## config.mk

```make
export PLATFORM = sky130hd
export DESIGN_NAME = data_channel_scheduler
export DESIGN_NICKNAME = d
export VERILOG_FILES = /design/src/rtl/sched_pkg.sv /design/src/rtl/rr_arbiter.sv /design/src/rtl/data_channel_scheduler.sv
export SDC_FILE = /design/constraint.sdc
export NUM_CORES = 1
export LEC_CHECK = 0
export ABC_AREA = 1
export ABC_CLOCK_PERIOD_IN_PS = 3050
export CAP_MARGIN = 10
export CORE_UTILIZATION = 53
export CTS_CLUSTER_DIAMETER = 200
export DETAILED_ROUTE_END_ITERATION = 8
export GPL_TIMING_DRIVEN = 0
export PLACE_DENSITY = 0.85
export SLEW_MARGIN = 20
export SYNTH_ARGS = -nofsm -noshare
export SYNTH_HDL_FRONTEND = slang
export SYNTH_SLANG_ARGS = --single-unit
```

## constraint.sdc

```tcl
create_clock -name clk -period 3.05 [get_ports clk]
set_input_delay 0.305 -clock clk [delete_from_list [all_inputs] [get_ports clk]]
set_output_delay 0.305 -clock clk [all_outputs]
set_load 0.01 [all_outputs]
```

## src/rtl/sched_pkg.sv

```systemverilog
`default_nettype none
// ============================================================================
//  Module   : sched_pkg
//  Purpose  : Shared types for the data channel scheduler: FSM state
//             encoding, control packet layout and the "no node" id.
//  Ports    : none (package)
//  Revision : 1.0  initial release
// ============================================================================
package sched_pkg;

  typedef enum logic [1:0] {
    IDLE  = 2'd0,
    GRANT = 2'd1,
    XFER  = 2'd2,
    DONE  = 2'd3
  } sched_state_t;

  // Control and data words share this layout: {node, len/payload}.
  typedef struct packed {
    logic [15:0] node;
    logic [15:0] len;
  } ctrl_pkt_t;

  localparam logic [15:0] NODE_NONE = 16'd0;

endpackage
`default_nettype wire

```

## src/rtl/rr_arbiter.sv

```systemverilog
`default_nettype none
// ============================================================================
//  Module   : rr_arbiter
//  Purpose  : Combinational round-robin pick over the pending request bits.
//             Returns the first pending node strictly after ptr, wrapping
//             to node 1; nodes above max_node are never chosen.
//  Ports    : pending  [MAX_NODES:1] request bits, one per node id
//             ptr      last granted node id
//             max_node runtime node count
//             winner   chosen node id (0 when none)
//             found    a winner exists
//  Revision : 1.0  initial release
// ============================================================================
module rr_arbiter #(
  parameter int MAX_NODES = 4,
  parameter int NODE_W    = 16
) (
  input  logic [MAX_NODES:1] pending,
  input  logic [NODE_W-1:0]  ptr,
  input  logic [NODE_W-1:0]  max_node,
  output logic [NODE_W-1:0]  winner,
  output logic               found
);

  // Two ascending passes give circular order starting after ptr: first the
  // ids above ptr, then the ids from 1 up to ptr. Skipping ids above
  // max_node makes the wrap effectively happen at max_node.
  always_comb begin
    winner = '0;
    found  = 1'b0;
    for (int i = 1; i <= MAX_NODES; i++) begin
      if (!found && pending[i] && (NODE_W'(i) > ptr) && (NODE_W'(i) <= max_node)) begin
        found  = 1'b1;
        winner = NODE_W'(i);
      end
    end
    for (int i = 1; i <= MAX_NODES; i++) begin
      if (!found && pending[i] && (NODE_W'(i) <= ptr) && (NODE_W'(i) <= max_node)) begin
        found  = 1'b1;
        winner = NODE_W'(i);
      end
    end
  end

endmodule
`default_nettype wire

```

## src/rtl/data_channel_scheduler.sv

```systemverilog
`default_nettype none
// ============================================================================
//  Module   : data_channel_scheduler
//  Purpose  : Grants the shared data channel to one node at a time
//             (round-robin), tracks the granted transfer word by word and
//             releases the channel on completion or timeout.
//  Ports    : clk, rst            clock, synchronous active-high reset
//             max_node            runtime node count
//             control_rx_packet   request {node, len}; 0 = none
//             control_tx_packet   grant {node, len}, one cycle
//             data_rx_packet      data word {node, payload}
//             data_rx_node_id     current channel owner, 0 when free
//             busy                high in GRANT/XFER/DONE
//             xfer_done           pulse: all granted words received
//             timeout_err         pulse: transfer aborted
//             req_drop            pulse: request rejected
//  Revision : 1.0  initial release
// ============================================================================
module data_channel_scheduler
  import sched_pkg::*;
#(
  parameter int MAX_NODES   = 4,
  parameter int NODE_W      = 16,
  parameter int LEN_W       = 16,
  parameter int TIMEOUT_CYC = 64
) (
  input  logic              clk,
  input  logic              rst,
  input  logic [NODE_W-1:0] max_node,
  input  logic [31:0]       control_rx_packet,
  output logic [31:0]       control_tx_packet,
  input  logic [31:0]       data_rx_packet,
  output logic [NODE_W-1:0] data_rx_node_id,
  output logic              busy,
  output logic              xfer_done,
  output logic              timeout_err,
  output logic              req_drop
);

  localparam int                IDLE_W = $clog2(TIMEOUT_CYC + 1);
  localparam logic [NODE_W-1:0] MAX_ID = NODE_W'(MAX_NODES);

  // State
  sched_state_t      state_q, state_d;
  logic [MAX_NODES:1] pending_q, pending_d;
  logic [LEN_W-1:0]  len_tbl_q [1:MAX_NODES];
  logic [LEN_W-1:0]  len_tbl_d [1:MAX_NODES];
  logic [NODE_W-1:0] ptr_q, ptr_d;
  logic [NODE_W-1:0] cur_node_q, cur_node_d;
  logic [LEN_W-1:0]  remaining_q, remaining_d;
  logic [IDLE_W-1:0] idle_q, idle_d;

  // Registered outputs
  ctrl_pkt_t         tx_q, tx_d;
  logic [NODE_W-1:0] owner_q, owner_d;
  logic              busy_q, busy_d;
  logic              done_q, done_d;
  logic              to_q, to_d;
  logic              drop_q, drop_d;

  // Combinational helpers
  ctrl_pkt_t          req, word;
  logic [NODE_W-1:0]  winner;
  logic               found;
  logic [LEN_W-1:0]   winner_len;
  logic               grant_now;
  logic [MAX_NODES:1] req_onehot, clr_mask, pending_eff;
  logic               req_in_range, req_accept;
  logic               word_valid;
  logic [IDLE_W-1:0]  idle_inc;

  assign req  = ctrl_pkt_t'(control_rx_packet);
  assign word = ctrl_pkt_t'(data_rx_packet);

  rr_arbiter #(
    .MAX_NODES (MAX_NODES),
    .NODE_W    (NODE_W)
  ) u_arb (
    .pending  (pending_q),
    .ptr      (ptr_q),
    .max_node (max_node),
    .winner   (winner),
    .found    (found)
  );

  // Transfer FSM and output staging
  always_comb begin
    state_d     = state_q;
    cur_node_d  = cur_node_q;
    remaining_d = remaining_q;
    idle_d      = idle_q;
    ptr_d       = ptr_q;
    tx_d        = '0;
    owner_d     = NODE_NONE;
    busy_d      = 1'b0;
    done_d      = 1'b0;
    to_d        = 1'b0;
    grant_now   = 1'b0;
    winner_len  = '0;
    word_valid  = 1'b0;
    idle_inc    = idle_q + IDLE_W'(1);

    for (int i = 1; i <= MAX_NODES; i++) begin
      if (winner == NODE_W'(i)) winner_len = len_tbl_q[i];
    end

    case (state_q)
      IDLE: begin
        if (found) begin
          grant_now   = 1'b1;
          state_d     = GRANT;
          cur_node_d  = winner;
          remaining_d = winner_len;
          ptr_d       = winner;
          idle_d      = '0;
          tx_d        = '{node: winner, len: winner_len};
          owner_d     = winner;
          busy_d      = 1'b1;
        end
      end
      GRANT: begin
        state_d = XFER;
        owner_d = cur_node_q;
        busy_d  = 1'b1;
      end
      XFER: begin
        // remaining never reaches 0 here in practice; the guard keeps the
        // counter from wrapping if it ever did.
        word_valid = (word.node == cur_node_q) && (remaining_q != '0);
        if (word_valid) begin
          remaining_d = remaining_q - LEN_W'(1);
          idle_d      = '0;
          busy_d      = 1'b1;
          if (remaining_q == LEN_W'(1)) begin
            state_d = DONE;
            done_d  = 1'b1;
          end else begin
            owner_d = cur_node_q;
          end
        end else begin
          idle_d = idle_inc;
          if (idle_inc == IDLE_W'(TIMEOUT_CYC)) begin
            state_d = IDLE;
            to_d    = 1'b1;
          end else begin
            owner_d = cur_node_q;
            busy_d  = 1'b1;
          end
        end
      end
      DONE: begin
        state_d = IDLE;
      end
      default: begin
        state_d = IDLE;
      end
    endcase
  end

  // Request table. The pending check uses the table after this cycle's
  // grant clear, so the winner re-requesting on the grant edge is accepted
  // and its bit stays set.
  always_comb begin
    req_in_range = (req.node != NODE_NONE) && (req.node <= max_node) && (req.node <= MAX_ID);
    for (int i = 1; i <= MAX_NODES; i++) begin
      req_onehot[i] = (req.node == NODE_W'(i));
      clr_mask[i]   = grant_now && (winner == NODE_W'(i));
    end
    pending_eff = pending_q & ~clr_mask;
    req_accept  = req_in_range && (req.len != '0) && ((pending_eff & req_onehot) == '0);
    drop_d      = (control_rx_packet != 32'd0) && !req_accept;
    pending_d   = pending_eff | (req_accept ? req_onehot : '0);
    for (int i = 1; i <= MAX_NODES; i++) begin
      len_tbl_d[i] = (req_accept && req_onehot[i]) ? req.len : len_tbl_q[i];
    end
  end

  always_ff @(posedge clk) begin
    if (rst) begin
      state_q     <= IDLE;
      pending_q   <= '0;
      ptr_q       <= MAX_ID;
      cur_node_q  <= NODE_NONE;
      remaining_q <= '0;
      idle_q      <= '0;
      tx_q        <= '0;
      owner_q     <= NODE_NONE;
      busy_q      <= 1'b0;
      done_q      <= 1'b0;
      to_q        <= 1'b0;
      drop_q      <= 1'b0;
      for (int i = 1; i <= MAX_NODES; i++) len_tbl_q[i] <= '0;
    end else begin
      state_q     <= state_d;
      pending_q   <= pending_d;
      ptr_q       <= ptr_d;
      cur_node_q  <= cur_node_d;
      remaining_q <= remaining_d;
      idle_q      <= idle_d;
      tx_q        <= tx_d;
      owner_q     <= owner_d;
      busy_q      <= busy_d;
      done_q      <= done_d;
      to_q        <= to_d;
      drop_q      <= drop_d;
      for (int i = 1; i <= MAX_NODES; i++) len_tbl_q[i] <= len_tbl_d[i];
    end
  end

  assign control_tx_packet = tx_q;
  assign data_rx_node_id   = owner_q;
  assign busy              = busy_q;
  assign xfer_done         = done_q;
  assign timeout_err       = to_q;
  assign req_drop          = drop_q;

endmodule
`default_nettype wire

```

-- Word-level counts from Yosys, hierarchy flattened
Memory sizes are Yosys's and may differ from the RTL's.
Index checks and enable logic that the tools add are counted.
- $add $sub $neg: 2
- $mul: 0
- div/mod/pow operators: 0
- magnitude comparators: 14
- equal/unequal tests: 18
- shift operators: 0
- muxes and demuxes: 55
- bitwise gates (word level): 12
- reduce and logical (&&, ||, !) cells: 59
- operators by type and width (operator ; number):
    $mux W16 ; 25
    $eq A16 B2 Y1 const B ; 4
    $le A2 B16 Y1 const A ; 4
    $eq A16 B1 Y1 const B ; 3
    $pmux W16 S3 ; 1
    $reduce_bool A16 Y1 ; 3
    $logic_and A1 B1 Y1 ; 37
    $eq A16 B3 Y1 const B ; 2
    $gt A2 B16 Y1 const A ; 2
    $le A1 B16 Y1 const A ; 2
    $le A3 B16 Y1 const A ; 2
    $pmux W16 S2 ; 1
    $reduce_bool A32 Y1 ; 1
    $mux W1 ; 18
    $eq A16 B16 Y1 ; 1
    $gt A1 B16 Y1 const A ; 1
    $gt A3 B16 Y1 const A ; 1
    $le A16 B16 Y1 ; 1
    $le A16 B3 Y1 const B ; 1
    $sub A16 B1 Y16 const B ; 1
    $mux W7 ; 2
    $pmux W7 S2 ; 1
    $reduce_or A3 Y1 ; 3
    $and A4 B4 Y4 ; 2
    other kinds (20) ; 41
- flip-flop bits (word level): 113
- latch bits: 0
- bits in writable memories: 64
- memory bits (read-only): 0
- output and inout bits: 52
- logic and storage cells: 174
- memories: 1
- memory list (name ; depth ; bits a word ; rd ports ; clocked after memory_dff ; write ports ; RTL line ; source):
    len_tbl_q ; 4 ; 16 ; 4 ; 0 ; 4 ; data_channel_scheduler.sv:46 ; logic [LEN_W-1:0] len_tbl_q [1:MAX_NODES];

-- Logic depth before layout (Yosys ltp)
- depth in word-level cells: 50
- mapped depth: 22

-- Hierarchy
From an unflattened synthesis, not the netlist that was laid out.
- cell total of the unflattened synthesis: 1477
- area, all modules: 9436.6 µm²
- by module, submodules not included (module ; times used ; cells an instance ; area an instance (µm²) ; sequential area each (µm²)):
    data_channel_scheduler ; 1 ; 1365 ; 8882.3 ; 3243.1
    rr_arbiter ; 1 ; 112 ; 554.3 ; 0.0

-- Least setup slack after synthesis
OpenSTA, ideal clock, no wires.
- path type: input to register
- from: in max_node[8]
- to: reg len_tbl_q[0][64] (netlist name)
- setup time: 0.110 ns
- arrival: 2.149 ns
- data required time: 2.940 ns
- slack: 0.791 ns
- cell stages on the path: 20
- buffers on the path: 2
- path through: nor2_1 nand2_1 nor2_4 nand2_2 nand2_2 nand3_4 nor2_4 nand4_2 nand2_2 inv_2 nor2_8 nand2_2 nand3_2 nand2_2 nor2_2 buf_6 buf_6 nand3_1 nand2_1 nor2_1
- RTL lines (what ; RTL line ; source):
    start, declared ; data_channel_scheduler.sv:29 ; input logic [NODE_W-1:0] max_node,

-- Final worst setup path
- from: in max_node[11]
- to: reg tx_q (netlist bit control_tx_packet[1])
- word-level cells in the longest chain between the ends: 43
- ends and longest elaborated chain (what ; RTL line ; source):
    $le A1 B16 Y1 ; rr_arbiter.sv:32, rr_arbiter.sv:38 ;
    $logic_and A1 B1 Y1 ; rr_arbiter.sv:32 ; if (!found && pending[i] && (NODE_W'(i) > ptr) && (NODE_W'(i) <= max_node)) begin
    $mux W1 ; rr_arbiter.sv:32 ;
    $logic_not A1 Y1 ; rr_arbiter.sv:32 ;
    $logic_and A1 B1 Y1 (3 in series) ; rr_arbiter.sv:32 ;
    $mux W1 ; rr_arbiter.sv:32 ;
    $logic_not A1 Y1 ; rr_arbiter.sv:32 ;
    $logic_and A1 B1 Y1 (3 in series) ; rr_arbiter.sv:32 ;
    [16 not listed] ; n/a ;
    $logic_not A1 Y1 ; rr_arbiter.sv:38 ; if (!found && pending[i] && (NODE_W'(i) <= ptr) && (NODE_W'(i) <= max_node)) begin
    $logic_and A1 B1 Y1 (3 in series) ; rr_arbiter.sv:38 ;
    $mux W1 ; rr_arbiter.sv:38 ;
    $logic_not A1 Y1 ; rr_arbiter.sv:38 ;
    $logic_and A1 B1 Y1 (3 in series) ; rr_arbiter.sv:38 ;
    $mux W16 ; rr_arbiter.sv:38 ;
    $eq A16 B1 Y1 ; data_channel_scheduler.sv:104 ; if (winner == NODE_W'(i)) winner_len = len_tbl_q[i];
    $mux W16 (4 in series) ; data_channel_scheduler.sv:104 ;
    end signal, assigned ; data_channel_scheduler.sv:200 ; tx_q <= tx_d;
    end, declared ; data_channel_scheduler.sv:54 ; ctrl_pkt_t tx_q, tx_d;
Several ways; a longest one is shown, not always the timed one.
A chain may end at the register's enable or synchronous reset.

==> metrics.log <==
INFO  metric netlist_area = roughly 0.0073 mm^2
INFO  metric layout_setup_ws = 0.224 ns
INFO  metric combined_area_of_the_multi_input_logic_cells = 0.00369 mm^2
INFO  metric cp-start-kind = input port
INFO  metric routed_via_density = 5.00
INFO  metric max-cap-violations = 0
INFO  metric globalplace.congestion = 0.940
INFO  metric finalMaxSlewViolations = 0
INFO  metric num_antenna_cells = 0
INFO  metric dp_cells = around 1400
INFO  metric worst-endpoint-required = ~3.4 ns
INFO  metric final-hold-violation-count = 0
INFO  metric combinationalPowerShare = between 7 and 8%
INFO  metric slew_headroom = between 60 and 70%
INFO  metric clk_pin_slew_worst_paths = 0.06 ns
INFO  metric n_fill_cell = 1161
INFO  metric postLayoutCellArea = roughly 0.009 mm^2
INFO  metric finClkSkew = 0.0111 ns
INFO  metric internal_portion_of_total_power = roughly 2.8 mW
INFO  metric layout.cells.most_common_list = 244 x sky130_fd_sc_hd__nand2_1, 160 x sky130_fd_sc_hd__inv_1, 142 x sky130_fd_sc_hd__nor2_1, 123 x sky130_fd_sc_hd__dfxtp_1, 90 x sky130_fd_sc_hd__clkdlybuf4s50_1
INFO  metric flop2flop_setup_slack = about 0.36 ns
INFO  metric fp.dieW = approximately 120 um
INFO  metric number_of_buffers_created_by_cts = 17
INFO  metric leakagePower = a little over 4 nW
INFO  metric detailedPlace.worstSlack = -0.114 ns
INFO  metric netlist_instances = 1102
INFO  metric antenna_found_initial = 0
INFO  metric tritoncts_sinks = approximately 120
INFO  metric hold_fix_buffer_count_after_cts = 0
INFO  metric fmax = 354 MHz
INFO  metric final_min_period_over_clock_period = 92.6%
INFO  metric floorplan.die_area = 0.0142 mm^2
INFO  metric cts-root-buf = sky130_fd_sc_hd__clkbuf_16
INFO  metric die_h = ~120 um
INFO  metric detail_route.wl_per_cell = 12.9 um
INFO  metric dr_total_vias = roughly 7000
INFO  metric crit_path_max_incr_delay = between 0.4 and 0.5 ns
INFO  metric worst_ir_drop_vdd = 401 uV
INFO  metric setup-tns-final = 0 ns
INFO  metric tightestPinTransition = ~0.58 ns
INFO  metric place.port_buffers = 90
INFO  metric status = completed
INFO  metric drt-initial-drc-count = 725
INFO  metric ys_seq_elements = between 100 and 150
INFO  metric power_switching = ~0.85 mW
INFO  metric rsz_0062_raised_after_global_routing = false
INFO  metric cts_setup_buffers = 0
INFO  metric timing.critical_path.cells = clkdlybuf4s50_1, nor2_1, nand2_1, nor2_4, nand2_2, nand2_2, nand3_4, nor2_4, nand4_2, nand2_2, inv_2, nand2_1, inv_1, nand2_1, o2111ai_1, and3_1
INFO  metric netSwitchingFraction = between 20% and 30%
INFO  metric synth_flop_cell = sky130_fd_sc_hd__dfxtp_1
INFO  metric total_power = 3.67 mW
INFO  metric core-area = ~0.013 mm^2
INFO  metric cp-startpoint = max_node[11]
INFO  metric setup_violations = 0
INFO  metric nets = between 1000 and 1500
INFO  metric final_common_cell = sky130_fd_sc_hd__nand2_1
INFO  metric drt_wl_total = between 15000 and 20000 um
INFO  metric worstSetupEndpoint = control_tx_packet[1]
INFO  metric final_core_utilization = about 68%
INFO  metric reg_to_reg_critical_path_startpoint = ptr_q[0]
INFO  metric grt.total_usage = a little over a quarter
INFO  metric worst_r2r_path_depth = 14
INFO  metric finish.cell_count_without_fillers = 1422
INFO  metric layout-area-overhead-vs-synth = 23.9%
INFO  metric drt-pass1-iter-count = 6
INFO  metric sequentialPowerShare = about 44%
INFO  metric timing.setup.critical_path_class = input port to register
INFO  metric worstSetupEndpointType = register
INFO  metric reg2reg_capture_point = control_tx_packet[1]
INFO  metric critPathSlowestCell = sky130_fd_sc_hd__clkdlybuf4s50_1
INFO  metric post_cts.resized_instances = 0
INFO  metric async_flop_share = 0%
INFO  metric floorplan.initialDensity = about 55%
INFO  metric clkLatencyLatePin = ~0.42 ns
INFO  metric yosysWarningCount = 0
INFO  metric first_global_vias = approximately 6500
INFO  metric grt.overflow.total = 0
INFO  metric clock_path_buffers = 2
INFO  metric synth-edff-count = 0
INFO  metric core.rowCount = 42
INFO  metric dpl_cell_area = 0.00847 mm^2
INFO  metric grt_pass1_wl = around 30000 um
INFO  metric drive_gt1_share = about an eighth
INFO  metric worstPathMaxFanout = 10
INFO  metric postSynthAreaPerCell = between 6 and 7 um^2
INFO  metric final.hold.worst_slack = between 0.3 and 0.4 ns
INFO  metric dp.final_hpwl = 13600 um
INFO  metric power.share.clock = about half
INFO  metric ys_seq_area_share = about a third
INFO  metric ff_latch_area = between 0.002 and 0.0025 mm^2
INFO  metric synth.distinct_cells = 46
INFO  metric cts_max_level = 4
INFO  metric power.density_cell_area = 409 mW/mm^2
INFO  metric critPathArrivalTime = 3.13 ns
INFO  metric boundaryPins = around 130
INFO  metric drc = 0
INFO  metric antenna_left = 0
INFO  metric min_path_type = input port to register
INFO  metric largest_net_degree_at_the_start_of_global_routing = 17
INFO  metric cts_tree = done
INFO  metric time_the_final_worst_path_needs_with_i_o_delays_and_setup = between 2 and 3 ns
area by class of cell:
type                       count  share of cell area (%)
buffer                        63                    4.58
clock buffer                  21                    5.24
clock inverter                 8                   0.529
inverter                     208                    8.72
multi-input combinational    733                    41.0
sequential                   123                    27.4
tap                          176                    2.45
timing repair buffer          90                    10.0
power groups by stage:
stage	Clock (mW)	Sequential [mW]	Combinational, mW
2_1_floorplan	0	1.64	0.142
3_3_place_gp	0	1.64	0.267
3_5_place_dp	0	1.64	0.272
4_1_cts	1.79	1.61	0.273
5_1_grt	1.88	1.61	0.305
6_report	1.79	1.61	0.276
worst max-delay path, delay by kind of cell:
family	cells	cell delay, ns
AND/OR/NAND/NOR	12	1.84
buffers and inverters	3	0.77
AO/OA/AOI/OAI	1	0.23
synthesized netlist by cell type (3+ instances only):
library cell | number | area [um^2]
sky130_fd_sc_hd__nor2_4 | 4 | 45.0
sky130_fd_sc_hd__buf_4 | 26 | 195
sky130_fd_sc_hd__nor3_4 | 3 | 48.8
sky130_fd_sc_hd__nand2_1 | 244 | 916
sky130_fd_sc_hd__nand3_4 | 5 | 87.6
sky130_fd_sc_hd__ha_1 | 19 | 238
sky130_fd_sc_hd__o211ai_1 | 6 | 45.0
sky130_fd_sc_hd__nand3_2 | 4 | 40.0
sky130_fd_sc_hd__nand4_1 | 8 | 50.1
sky130_fd_sc_hd__inv_1 | 160 | 601
sky130_fd_sc_hd__a21oi_1 | 58 | 290
sky130_fd_sc_hd__o2111ai_1 | 7 | 61.3
sky130_fd_sc_hd__buf_1 | 6 | 22.5
sky130_fd_sc_hd__and3_1 | 7 | 43.8
sky130_fd_sc_hd__clkbuf_1 | 19 | 71.3
sky130_fd_sc_hd__buf_6 | 10 | 113
sky130_fd_sc_hd__nor4_1 | 8 | 50.1
sky130_fd_sc_hd__inv_2 | 46 | 173
sky130_fd_sc_hd__xnor2_1 | 4 | 35.0
sky130_fd_sc_hd__nor3_1 | 12 | 60.1
sky130_fd_sc_hd__dfxtp_1 | 123 | 2460
sky130_fd_sc_hd__nor2_1 | 142 | 533
sky130_fd_sc_hd__nor2_2 | 5 | 31.3
sky130_fd_sc_hd__nand3_1 | 88 | 440
sky130_fd_sc_hd__nand2_2 | 20 | 125
sky130_fd_sc_hd__o21ai_0 | 33 | 165
sky130_fd_sc_hd__xor2_1 | 8 | 70.1
sky130_fd_sc_hd__or2_2 | 4 | 25.0
cell families after synthesis:
group                    after synthesis  synth area share (%)
adder cells (fa/ha/maj)               19                  3.28
XOR/XNOR                              12                  1.45
flip-flops                           123                  34.0
AND/OR/NAND/NOR                      564                  36.0
AO/OA/AOI/OAI                        112                  8.77
other                                  1                0.0517
buffers and inverters                271                  16.5
per-layer routing:
| layer | vias to the layer above | global-route usage [%] | share of wire, % |
|---|---|---|---|
| li1 | 3631 | - | - |
| met1 | 3180 | 34.2 | 44 |
| met2 | 260 | 45.0 | 47 |
| met3 | 42 | 4.45 | 6.7 |
| met4 | 0 | 12.8 | 2.7 |
| met5 | - | 0 | 0 |
how the worst min path moves through the flow:
| stage | end | start | slack, ns | cells past startpoint |
|---|---|---|---|---|
| after floorplan | idle_q[6] | idle_q[6] | 0.45 | 2 |
| after global placement | idle_q[6] | idle_q[6] | 0.46 | 2 |
| after detailed placement | idle_q[6] | idle_q[6] | 0.48 | 2 |
| after CTS | pending_q[1] | rst | 0.30 | 2 |
| after global routing | pending_q[1] | rst | 0.34 | 2 |
| final | pending_q[1] | rst | 0.33 | 2 |
state kept, by name, summed over array words and instances (netlist names), 2 cells and up:
name,count
idle_q,7
len_tbl_q,64
ptr_q,3
remaining_q,16
data_rx_node_id,3
state_q,2
pending_q,4
control_tx_packet,19
(Power assumes the default switching activity.)
